<file path="src/rtl/vga_sync_rx.sv">
// vga_sync_rx: recovers pixel/line coordinates from an incoming active-low
// HS/VS pair, measures line and frame lengths, and runs a lock FSM that
// reports lock status, a per-frame strobe and a saturating timing-error count.
module vga_sync_rx #(
  parameter int H_SYNC      = 96,
  parameter int H_BP        = 48,
  parameter int H_ACT       = 640,
  parameter int H_TOTAL     = 800,
  parameter int V_BP        = 33,
  parameter int V_ACT       = 480,
  parameter int V_TOTAL     = 525,
  parameter int LOCK_FRAMES = 2
) (
  input  logic       iclk,
  input  logic       iRST,
  input  logic       iHS,
  input  logic       iVS,
  output logic [9:0] oX,
  output logic [9:0] oY,
  output logic       oActive,
  output logic       oLocked,
  output logic       oFrame,
  output logic [9:0] oHLen,
  output logic [9:0] oVLen,
  output logic [7:0] oErrCnt
);

  // VS pulse is fixed at 2 lines, so active video starts at V_SYNC+V_BP
  localparam int         V_SYNC    = 2;
  localparam int         GW        = $clog2(LOCK_FRAMES + 1);
  localparam logic [9:0] CNT_MAX   = 10'h3FF;
  localparam logic [9:0] X_FIRST   = 10'(H_SYNC + H_BP);
  localparam logic [9:0] X_LAST    = 10'(H_SYNC + H_BP + H_ACT - 1);
  localparam logic [9:0] Y_FIRST   = 10'(V_SYNC + V_BP);
  localparam logic [9:0] Y_LAST    = 10'(V_SYNC + V_BP + V_ACT - 1);
  localparam logic [9:0] H_LEN     = 10'(H_TOTAL);
  localparam logic [9:0] V_LEN     = 10'(V_TOTAL);
  localparam logic [GW-1:0] GOOD_LOCK = GW'(LOCK_FRAMES);

  typedef enum logic [1:0] {SEARCH, TRACK, LOCKED} state_t;

  state_t        state_q;
  logic [GW-1:0] good_q;
  logic          first_q;
  logic          err_seen_q;
  logic          hs_q, vs_q;
  logic [9:0]    hcnt_q, vcnt_q;
  logic [9:0]    x_q, y_q, hlen_q, vlen_q;
  logic          active_q, locked_q, frame_q;
  logic [7:0]    errcnt_q;

  logic          hs_edge, vs_edge;
  logic [9:0]    hcnt_inc, vcnt_inc, px, vlen_meas;
  logic          check_en, timeout, line_err, frame_err, in_win;
  logic [GW-1:0] good_inc;
  logic [7:0]    err_inc;

  assign hs_edge   = ~iHS & hs_q;
  assign vs_edge   = ~iVS & vs_q;
  assign hcnt_inc  = (hcnt_q == CNT_MAX) ? CNT_MAX : hcnt_q + 10'd1;
  assign vcnt_inc  = (vcnt_q == CNT_MAX) ? CNT_MAX : vcnt_q + 10'd1;
  // Pixel index of the current sample; the HS edge sample is pixel 0
  assign px        = hs_edge ? 10'd0 : hcnt_inc;
  // A coincident HS edge closes the last line of the frame
  assign vlen_meas = hs_edge ? vcnt_inc : vcnt_q;

  assign check_en  = (state_q == TRACK) || (state_q == LOCKED);
  assign timeout   = check_en && (hcnt_q == CNT_MAX);
  // The first line after entering TRACK may be partial, so it is not judged
  assign line_err  = check_en && hs_edge && !first_q && (hcnt_inc != H_LEN);
  assign frame_err = check_en && vs_edge &&
                     ((vlen_meas != V_LEN) || err_seen_q || line_err || timeout);

  assign in_win    = (px >= X_FIRST) && (px <= X_LAST) &&
                     (vcnt_q >= Y_FIRST) && (vcnt_q <= Y_LAST);

  assign good_inc  = good_q + 1'b1;
  assign err_inc   = (errcnt_q == 8'hFF) ? 8'hFF : errcnt_q + 8'd1;

  // Sync sampling, position counters, length measurement and coordinate outputs
  always_ff @(posedge iclk or posedge iRST) begin
    if (iRST) begin
      hs_q       <= 1'b1;
      vs_q       <= 1'b1;
      hcnt_q     <= '0;
      vcnt_q     <= '0;
      hlen_q     <= '0;
      vlen_q     <= '0;
      x_q        <= '0;
      y_q        <= '0;
      active_q   <= 1'b0;
      err_seen_q <= 1'b0;
    end else begin
      hs_q   <= iHS;
      vs_q   <= iVS;
      hcnt_q <= hs_edge ? 10'd0 : hcnt_inc;
      if (vs_edge)      vcnt_q <= '0;
      else if (hs_edge) vcnt_q <= vcnt_inc;
      if (hs_edge) hlen_q <= hcnt_inc;
      if (vs_edge) vlen_q <= vlen_meas;
      if (vs_edge)                    err_seen_q <= 1'b0;
      else if (line_err || timeout)   err_seen_q <= 1'b1;
      x_q      <= in_win ? px - X_FIRST : 10'd0;
      y_q      <= in_win ? vcnt_q - Y_FIRST : 10'd0;
      // State only changes on edge/timeout samples, which lie outside the window
      active_q <= in_win && (state_q == LOCKED);
    end
  end

  // Lock FSM with registered lock flag, frame strobe and error counter
  always_ff @(posedge iclk or posedge iRST) begin
    if (iRST) begin
      state_q  <= SEARCH;
      good_q   <= '0;
      first_q  <= 1'b0;
      locked_q <= 1'b0;
      frame_q  <= 1'b0;
      errcnt_q <= '0;
    end else begin
      frame_q <= vs_edge && (state_q == LOCKED);
      if (hs_edge) first_q <= 1'b0;
      unique case (state_q)
        SEARCH: begin
          if (vs_edge) begin
            state_q <= TRACK;
            good_q  <= '0;
            first_q <= 1'b1;
          end
        end
        TRACK: begin
          if (timeout) begin
            state_q <= SEARCH;
            good_q  <= '0;
          end else if (vs_edge) begin
            if (frame_err) begin
              good_q <= '0;
            end else if (good_inc == GOOD_LOCK) begin
              state_q  <= LOCKED;
              locked_q <= 1'b1;
              good_q   <= '0;
            end else begin
              good_q <= good_inc;
            end
          end
        end
        LOCKED: begin
          if (timeout) begin
            state_q  <= SEARCH;
            locked_q <= 1'b0;
            good_q   <= '0;
            errcnt_q <= err_inc;
          end else if (line_err || frame_err) begin
            state_q  <= TRACK;
            locked_q <= 1'b0;
            good_q   <= '0;
            first_q  <= 1'b1;
            errcnt_q <= err_inc;
          end
        end
        default: begin
          state_q  <= SEARCH;
          locked_q <= 1'b0;
          good_q   <= '0;
        end
      endcase
    end
  end

  assign oX      = x_q;
  assign oY      = y_q;
  assign oActive = active_q;
  assign oLocked = locked_q;
  assign oFrame  = frame_q;
  assign oHLen   = hlen_q;
  assign oVLen   = vlen_q;
  assign oErrCnt = errcnt_q;

endmodule
</file>
<file path="config.mk">
export PLATFORM = sky130hd
export DESIGN_NAME = vga_sync_rx
export DESIGN_NICKNAME = d
export VERILOG_FILES = /design/src/rtl/vga_sync_rx.sv
export SDC_FILE = /design/constraint.sdc
export NUM_CORES = 1
export LEC_CHECK = 0
export CAP_MARGIN = 20
export CORE_ASPECT_RATIO = 1.4
export CORE_MARGIN = 5
export CORE_UTILIZATION = 45
export CTS_CLUSTER_DIAMETER = 100
export DETAILED_ROUTE_END_ITERATION = 10
export HOLD_SLACK_MARGIN = 0.15
export PLACE_DENSITY = 0.67
export SLEW_MARGIN = 5
export SYNTH_ARGS = -nofsm -noshare
export SYNTH_HDL_FRONTEND = slang
export SYNTH_SLANG_ARGS = --single-unit
export TNS_END_PERCENT = 30
</file>
<file path="constraint.sdc">
create_clock -name iclk -period 4 [get_ports iclk]
set_input_delay 1 -clock iclk [delete_from_list [all_inputs] [get_ports iclk]]
set_output_delay 1 -clock iclk [all_outputs]
set_load 0.02 [all_outputs]
</file>
# Word-level counts from Yosys, hierarchy flattened
# Cells that the tools add are included.
# totals
register_bits	79
inputBits	4
out_inout_bits	51
word_cells	113
# classes
add_sub_neg	6
order_cmp	4
eq_ne	17
mux	40
bitwise_logic	5
reduce_logical	25
# ops
op	n
$mux 10	7
$mux 2	14
$mux 8	3
$add 10x1->10 const B	2
$eq 10x10->1 const B	2
$le 10x10->1 const B	2
$ne 10x10->1 const B	2
$mux 1	12
$pmux 2 s3	2
$logic_and 1x1->1	11
$ge 10x6->1 const B	1
$ge 10x8->1 const B	1
$sub 10x6->10 const B	1
$sub 10x8->10 const B	1
$add 8x1->8 const B	1
$eq 8x8->1 const B	1
$ne 2x2->1 const B	4
$logic_or 1x1->1	6
$ne 3x2->1 const B	2
$ne 3x3->1 const B	2
$reduce_and 6->1	1
$reduce_and 5->1	1
$eq 2x2->1 const B	2
$reduce_bool 2->1	2
11 further kinds	14

# Longest topological paths before layout
# Gate-level depths: netlist of run 1.
# logic_depth
depth_word	12
ltp_mapped	15
depth_no_buf	13

# Worst setup path before layout of run 1
# Ideal clock, no wire load.
# synth_path
path_type	input-to-reg
from	input port iHS
to	register errcnt_q[5], in the netlist oErrCnt[5]
setup_ps	128
arrival_time_ps	3021
required_ps	3872
path_slack_ps	851
path_stages	8
path_buffers	0
path_cell_list	nand2b_1 nor4_1 mux2_2 a2111oi_2 nand2_1 a211oi_4 nor4_1 mux2_1
# synth_via
elab_chain_cells	11
elab_cells_between_ends	14
classes_between	eq/ne: 1; mux: 1; bitwise: 2; reduce/logical: 10
# synth_rtl
element	line_no	source
start, declared	16	input logic iHS,
$not 1->1 *	58	assign hs_edge = ~iHS & hs_q;
$and 1x1->1 *	58	
$mux 10 or $logic_and 1x1->1 (tied branches)	--	
$ne 10x10->1 or $logic_and 1x1->1 (tied branches)	72, 70	
$logic_or 1x1->1 or $logic_and 1x1->1 (tied branches)	72, 70	
$logic_or 1x1->1 (2 in a row)	72	((vlen_meas != V_LEN) || err_seen_q || line_err || timeout);
$logic_and 1x1->1	71	assign frame_err = check_en && vs_edge &&
$logic_or 1x1->1 *	152	end else if (line_err || frame_err) begin
$reduce_bool 2->1 (no source line) *	--	
$reduce_and 2->1 (no source line) *	--	
end signal, assigned	151	errcnt_q <= err_inc;
end signal, assigned	157	errcnt_q <= err_inc;
end, declared	50	logic [7:0] errcnt_q;
# Every way passes the cells marked *; elsewhere a longest branch is shown, timed or not.
# A chain may end at the register's enable or synchronous reset.

# Worst setup path in the final report of run 1
# layout_path
from	input port iHS
to	register errcnt_q[6], in the netlist oErrCnt[6]
# Same word-level chain as after synthesis.

==> results of run 1 <==
==> cell usage in the layout, fill, tap and decap left out, types with 10 or more instances in the layout <==
cell type,instances
dfrtp_1,77
clkdlybuf4s50_1,54
nor2_1,53
nand2_1,50
o21ai_0,31
a21oi_1,16
inv_1,12
nand3_1,11
xnor2_1,11
ha_1,11
buf_4,11
nor3_1,10
nor4_1,10
==> registers in the layout (all words and copies together), names as in the netlist <==
register	cells
err_seen_q	1
first_q	1
good_q	2
hcnt_q	10
hs_q	1
oActive	1
oErrCnt	8
oFrame	1
oHLen	10
oLocked	1
oVLen	10
oX	10
oY	10
state_q	2
vcnt_q	10
vs_q	1
==> worst paths after layout <==
path,end,cells past startpoint
worst min-delay path,good_q[1]$_DFFE_PP0P_,1
worst min register to register,good_q[1]$_DFFE_PP0P_,1
worst max-delay path,oErrCnt[6]$_DFFE_PP0P_,10
min in group asynchronous,oX[4]$_DFF_PP0_,2
max in group asynchronous,hcnt_q[9]$_DFF_PP0_,3
worst max register to register,oY[5]$_DFF_PP0_,13
==> cell families after synthesis <==
group,count (synthesis)
simple gates,177
flops,79
buf+inv,36
compound gates,92
fa+ha+maj,11
mux,13
xor+xnor,14
==> power by group <==
part / leakage, nW / switching (mW) / internal [mW]
clock: 0.152 / 0.331 / 0.545
sequential: 1.07 / 0.0831 / 0.876
combinational: 0.950 / 0.289 / 0.218
==> metal layers <==
layer,vias to the layer above,routed length (µm)
li1,1596,-
met1,1583,3940
met3,23,315
met5,-,0
met4,0,288
met2,65,4900
==> per-stage QoR <==
stage | cells | worst slack (ps) | instance area [µm²] | utilization
floorplan | 422 | 851 | 4070 | -
global placement | 571 | 97.2 | 4720 | 0.528
detailed placement | 571 | 47.2 | 4720 | 0.528
CTS | 587 | 407 | 5030 | 0.564
global route | 587 | 274 | 5030 | 0.564
finish | 587 | 433 | 5030 | 0.564
==> critical path, delay by kind of cell <==
kind / cells / cell delay, ps
and+or+nand+nor: 5 / 920
buffers and inverters: 2 / 680
muxes: 1 / 320
AOI/OAI and AO/OA: 2 / 860
==> final cells by class <==
class | instances | area, µm²
Clock buffer | 10 | 229
Tap cell | 107 | 134
Fill cell | 823 | 3890
Inverter | 13 | 50.0
Sequential cell | 79 | 1980
Timing Repair Buffer | 65 | 623
Clock inverter | 6 | 86.3
Multi-Input combinational cell | 307 | 1930
==> reports/summary.txt, run 1 <==
Min-delay worst type: flip-flop to flip-flop
DRC violations left: 0
Synth warn: 0
FF-to-FF Start: hcnt_q[0]$_DFF_PP0_
Mux share of post-synthesis cell area: 0.0351
PwrDens: 466 nW/µm²
Port bufs: 54
Largest net degree at the start of global routing: 31
R2r setup slk: 680 ps
Tightest Pin Transition: 748 ps
Reg clk slew, reported paths: 60 ps
Clock Path Buffers: 2
P&R area growth vs syn: 23.7%
PnR Total Power: 2.34 mW
Mean Syn Cell Area: 9.64 µm²
TritonCTS clock tree: done
Synth top area share: 0.474
Cells after synthesis: 422
Synthesized flop and latch total: 79
First-pass GRT wire length: 16100 µm
Min-delay src: good_q[1]$_DFFE_PP0P_
Clock sink count: 79
Simple-gate share of the synthesized area: 0.215
Crit path time final: 3570 ps
Max_slew headroom: 0.495
Synth Area in Compound Gates: 0.158
Iteration-0 DRC Markers: 122
Top_reg_cell synth: dfrtp_1
Row cnt: 41
Crit Path Class: input port to flip-flop
Slowest cell on the critical path: clkdlybuf4s50_1
Cell breakdown of the critical path: clkdlybuf4s50_1 -> nand2b_1 -> buf_4 -> nor3_2 -> nand4_1 -> a2111oi_2 -> nand2_1 -> a211oi_4 -> nor4_1 -> mux2_1
Full die area: 11100 µm²
Met3 GRT Util: 0.0374
Core area: 8930 µm²
Async SR Flop Fraction: 1.00
Clk Tree Root Cell: clkbuf_16
Via density: 5.57
Static leakage: 2.17 nW
Netlist Area Pre-Place: 4070 µm²
Worst Setup SP: iHS
Max-slew violations: 0
Hold Fails Final Rpt: 0
Post-synthesis sequential area ratio: 0.486
Max-cap violations: 0
Tot GR Track Use: 0.180
RSZ-0062 raised after global routing: false
Post-synthesis xor/xnor area fraction: 0.0301
Met1 usage: 0.217
Startpoint types: input port
Final clock skew: 6.83 ps
Io pins: 55
Largest family of logic cells by synthesized area: simple AND/OR/NAND/NOR gates
Synth area leaders: dfrtp_1 47%, nor2_1 4.9%, nand2_1 4.6%
Biggest area consumer among synthesized cells: dfrtp_1
Netlist cell types: 68
Final setup fails: 0
Clk_lat worst skew: 340 ps
Hold Buf Count CTS: 0
Dpl hpwl: 6920 µm
Post-Route WL: 9440 µm
Worst path max stage delay: 480 ps
Post-synth EDFFs: 0
Initial antenna violation count: 0
Vias in the first global route: 3296
Highest clock rate: 280 MHz
Die height: 123 µm
Die width: 90.4 µm
Adder-Cell Fraction of Synth Area: 0.0338
Post-CTS setup buffer count: 0
Vias: 3267
Arrival @ worst endpoint: 3790 ps
Synth cell count leaders: 77 x dfrtp_1, 53 x nor2_1, 50 x nand2_1
Routability Congestion: 0.873
Diode count: 0
Nets: 490
Status: finished, final reports clean
Grt ovf: 0
WHS: 477 ps
Crit-path max FO: 10
Drt first pass iters: 4
# resized after CTS: 0
Post-route ant nets: 0
Wire per inst: 16.1 µm
Share of layout cells above drive strength 1: 0.0896
Layer with the highest usage: met2
Most frequent cell after synthesis: dfrtp_1
Tcrit/Tclk final: 0.892
Synthesized Nets: 437
CTS buffer count: 9
Setup TNS: 0 ps
Htree depth: 3
Critical Path Sink Type: flip-flop
Effective utilization at floorplan: 0.456
Met2 GRT Util: 0.305
Required @ worst endpoint: 4230 ps
VDD IR max: 0.295 mV
Power figures use the tool's default switching activity.
==> run 2: changes to the inputs <==
Settings changed: CELL_PAD_IN_SITES_DETAIL_PLACEMENT set to 2, CELL_PAD_IN_SITES_GLOBAL_PLACEMENT set to 2, CORE_UTILIZATION 45 to 35, PLACE_DENSITY 0.67 to not set, PLACE_DENSITY_LB_ADDON set to 0.1.
==> run 2 against run 1 <==
  * Setup slack worse by 120 ps
  * Utilization is 11 points lower
  * Via count is 3.6% higher
  * Routed wire length is 25% higher
  * Clock skew is 0.59 ps lower
  * Cell count is 6.6% higher
  * Die area is 26% higher
  * Critical endpoint is now oErrCnt[7]$_DFFE_PP0P_
==> reports/summary.txt, run 2 (same netlist as run 1, synthesis figures left out) <==
Tot GR Track Use: 0.182 (+0.00120)
Crit-path max FO: 7 (-3)
Fin area: 5130 µm² (+1.9%)
Hold Fails Final Rpt: 0 (unchanged)
Required @ worst endpoint: 4220 ps (about the same)
Placed Cells: 610 (+6.8%)
FF-to-FF End: oErrCnt[7]$_DFFE_PP0P_
Arrival @ worst endpoint: 3910 ps (+120 ps)
Sw Ratio: 0.298 (-0.00185)
CTS buffer count: 9 (unchanged)
Tightest Pin Transition: 852 ps (+104 ps)
P&R area growth vs syn: 26.0%
Io pins: 55 (unchanged)
R2r setup slk: 650 ps (-30 ps)
Status: finished, final reports clean
Initial antenna violation count: 0 (unchanged)
Hold Buf Count CTS: 0 (unchanged)
Die width: 101 µm (+12%)
Min-delay worst type: flip-flop to flip-flop
Max-cap violations: 0 (unchanged)
Post-Route WL: 11800 µm (+25%)
Logic pwr share: 0.220 (+0.003)
Share of layout cells above drive strength 1: 0.0934 (+0.00378)
VDD IR max: 0.189 mV (-36%)
First-pass GRT wire length: 19800 µm (+23%)
Switching power: 0.726 mW (+3.2%)
Clock Path Buffers: 2 (unchanged)
Clock power frac: 0.385 (+0.011)
Clk_lat worst skew: 340 ps (about the same)
Core area: 11300 µm² (+27%)
Full die area: 13900 µm² (+26%)
Vias: 3383 (+3.6%)
Hold-critical path depth: 1 (unchanged)
Iteration-0 DRC Markers: 59 (-52%)
P_int: 1.71 mW (+4.1%)
Effective utilization at floorplan: 0.359 (-0.0970)
Wire per inst: 18.8 µm (+17%)
Post-route ant nets: 0 (unchanged)
Placed cell areas: 4790 µm² (+1.6%)
Highest clock rate: 271 MHz (-3.3%)
Diode count: 0 (unchanged)
Vias in the first global route: 3802 (+15%)
Largest net degree at the start of global routing: 41 (+32%)
Htree depth: 3 (unchanged)
Tcrit/Tclk final: 0.922 (+0.0305)
FF-to-FF Start: vcnt_q[2]$_DFF_PP0_
FF-to-FF path depth: 8 (-5)
Clk Tree Root Cell: clkbuf_16
Dpl hpwl: 8780 µm (+27%)
Max-slew violations: 0 (unchanged)
Min-delay src: good_q[1]$_DFFE_PP0P_
Max_slew headroom: 0.425 (-0.0703)
Clock sink count: 79 (unchanged)
TritonCTS clock tree: done
Nets: 492 (+0.41%)
Crit path time final: 3690 ps (+122 ps)
Most common cell after layout, fill and taps aside: dfrtp_1
Static leakage: 2.20 nW (+1.3%)
# resized after CTS: 0 (unchanged)
Critical Path Sink Type: flip-flop
Row cnt: 46 (+12%)
Post-Layout Cell Count: 626 (+6.6%)
Drt first pass iters: 4 (unchanged)
Reg clk slew, reported paths: 60 ps (about the same)
Highest-count cells in the layout ignoring fill and taps: 77 x dfrtp_1, 54 x clkdlybuf4s50_1, 53 x nor2_1
Via density: 5.40 (-2.9%)
Hold Path Sink: good_q[1]$_DFFE_PP0P_
Share of power burned in registers: 0.395 (-0.014)
Final setup fails: 0 (unchanged)
Grt ovf: 0 (unchanged)
Final clock skew: 6.23 ps (-0.591 ps)
Crit Path Class: input port to flip-flop
Port bufs: 54 (unchanged)
DRC violations left: 0 (unchanged)
PwrDens: 474 nW/µm² (+1.9%)
RSZ-0062 raised after global routing: false
Routability Congestion: 0.843 (-3.5%)
Post-CTS setup buffer count: 0 (unchanged)
Startpoint types: input port
Die height: 138 µm (+12%)
## run 2: changes by cell type in the layout (fill, tap and decap cells not counted)
cell	previous run	this run
buf_12	0	1
buf_4	11	12
bufinv_16	2	3
clkinvlp_4	1	0
## run 2: layout make-up
type                       instances  area [µm²]
tap                              144         180
sequential                        79        1980
fill                            1199        6210
multi-input combinational        307        1930
clock inverter                     6         109
timing repair buffer              67         651
clock buffer                      10         229
inverter                          13        50.0
## run 2: through the flow
stage | util | TNS, ps | power, mW | setup slack (ps) | hold slack (ps)
after global routing | 0.452 | 0 | 2.56 | 167 | 522
after global placement | 0.423 | 0 | 1.49 | 56.1 | 459
final | 0.452 | 0 | 2.43 | 311 | 474
after detailed placement | 0.423 | -43.8 | 1.52 | -19.3 | 466
after floorplan | - | 0 | 1.32 | 851 | 449
after CTS | 0.452 | 0 | 2.47 | 314 | 480
## run 2: worst max-delay path by stage
stage               startpoint                endpoint  slack (ps)
finish                     iHS  oErrCnt[7]$_DFFE_PP0P_         310
global route               iHS  oErrCnt[7]$_DFFE_PP0P_         170
CTS                        iHS  oErrCnt[5]$_DFFE_PP0P_         310
detailed placement         iHS  oErrCnt[5]$_DFFE_PP0P_         -20
global placement           iHS  oErrCnt[5]$_DFFE_PP0P_          60
floorplan                  iHS  oErrCnt[5]$_DFFE_PP0P_         850
## run 2: routing by layer
metal  global-route usage  share of wire
met3               0.0203          0.020
met4               0.0658          0.014
met1                0.215           0.41
met2                0.334           0.55
met5                    0              0
## run 2: power by group through the flow
stage	clock network (mW)	logic [mW]	registers (mW)
floorplan	0	0.344	0.979
global placement	0	0.526	0.968
detailed placement	0	0.544	0.976
CTS	0.961	0.547	0.962
global route	0.995	0.588	0.975
finish	0.936	0.535	0.961
## run 2: worst max-delay path, cell delays in order
cell	delay (ps)
clkdlybuf4s50_1	490
nand2b_1	220
nor4_1	350
mux2_2	400
a2111oi_2	340
nand2_1	180
a211oi_4	480
nor4_1	130
mux2_1	330
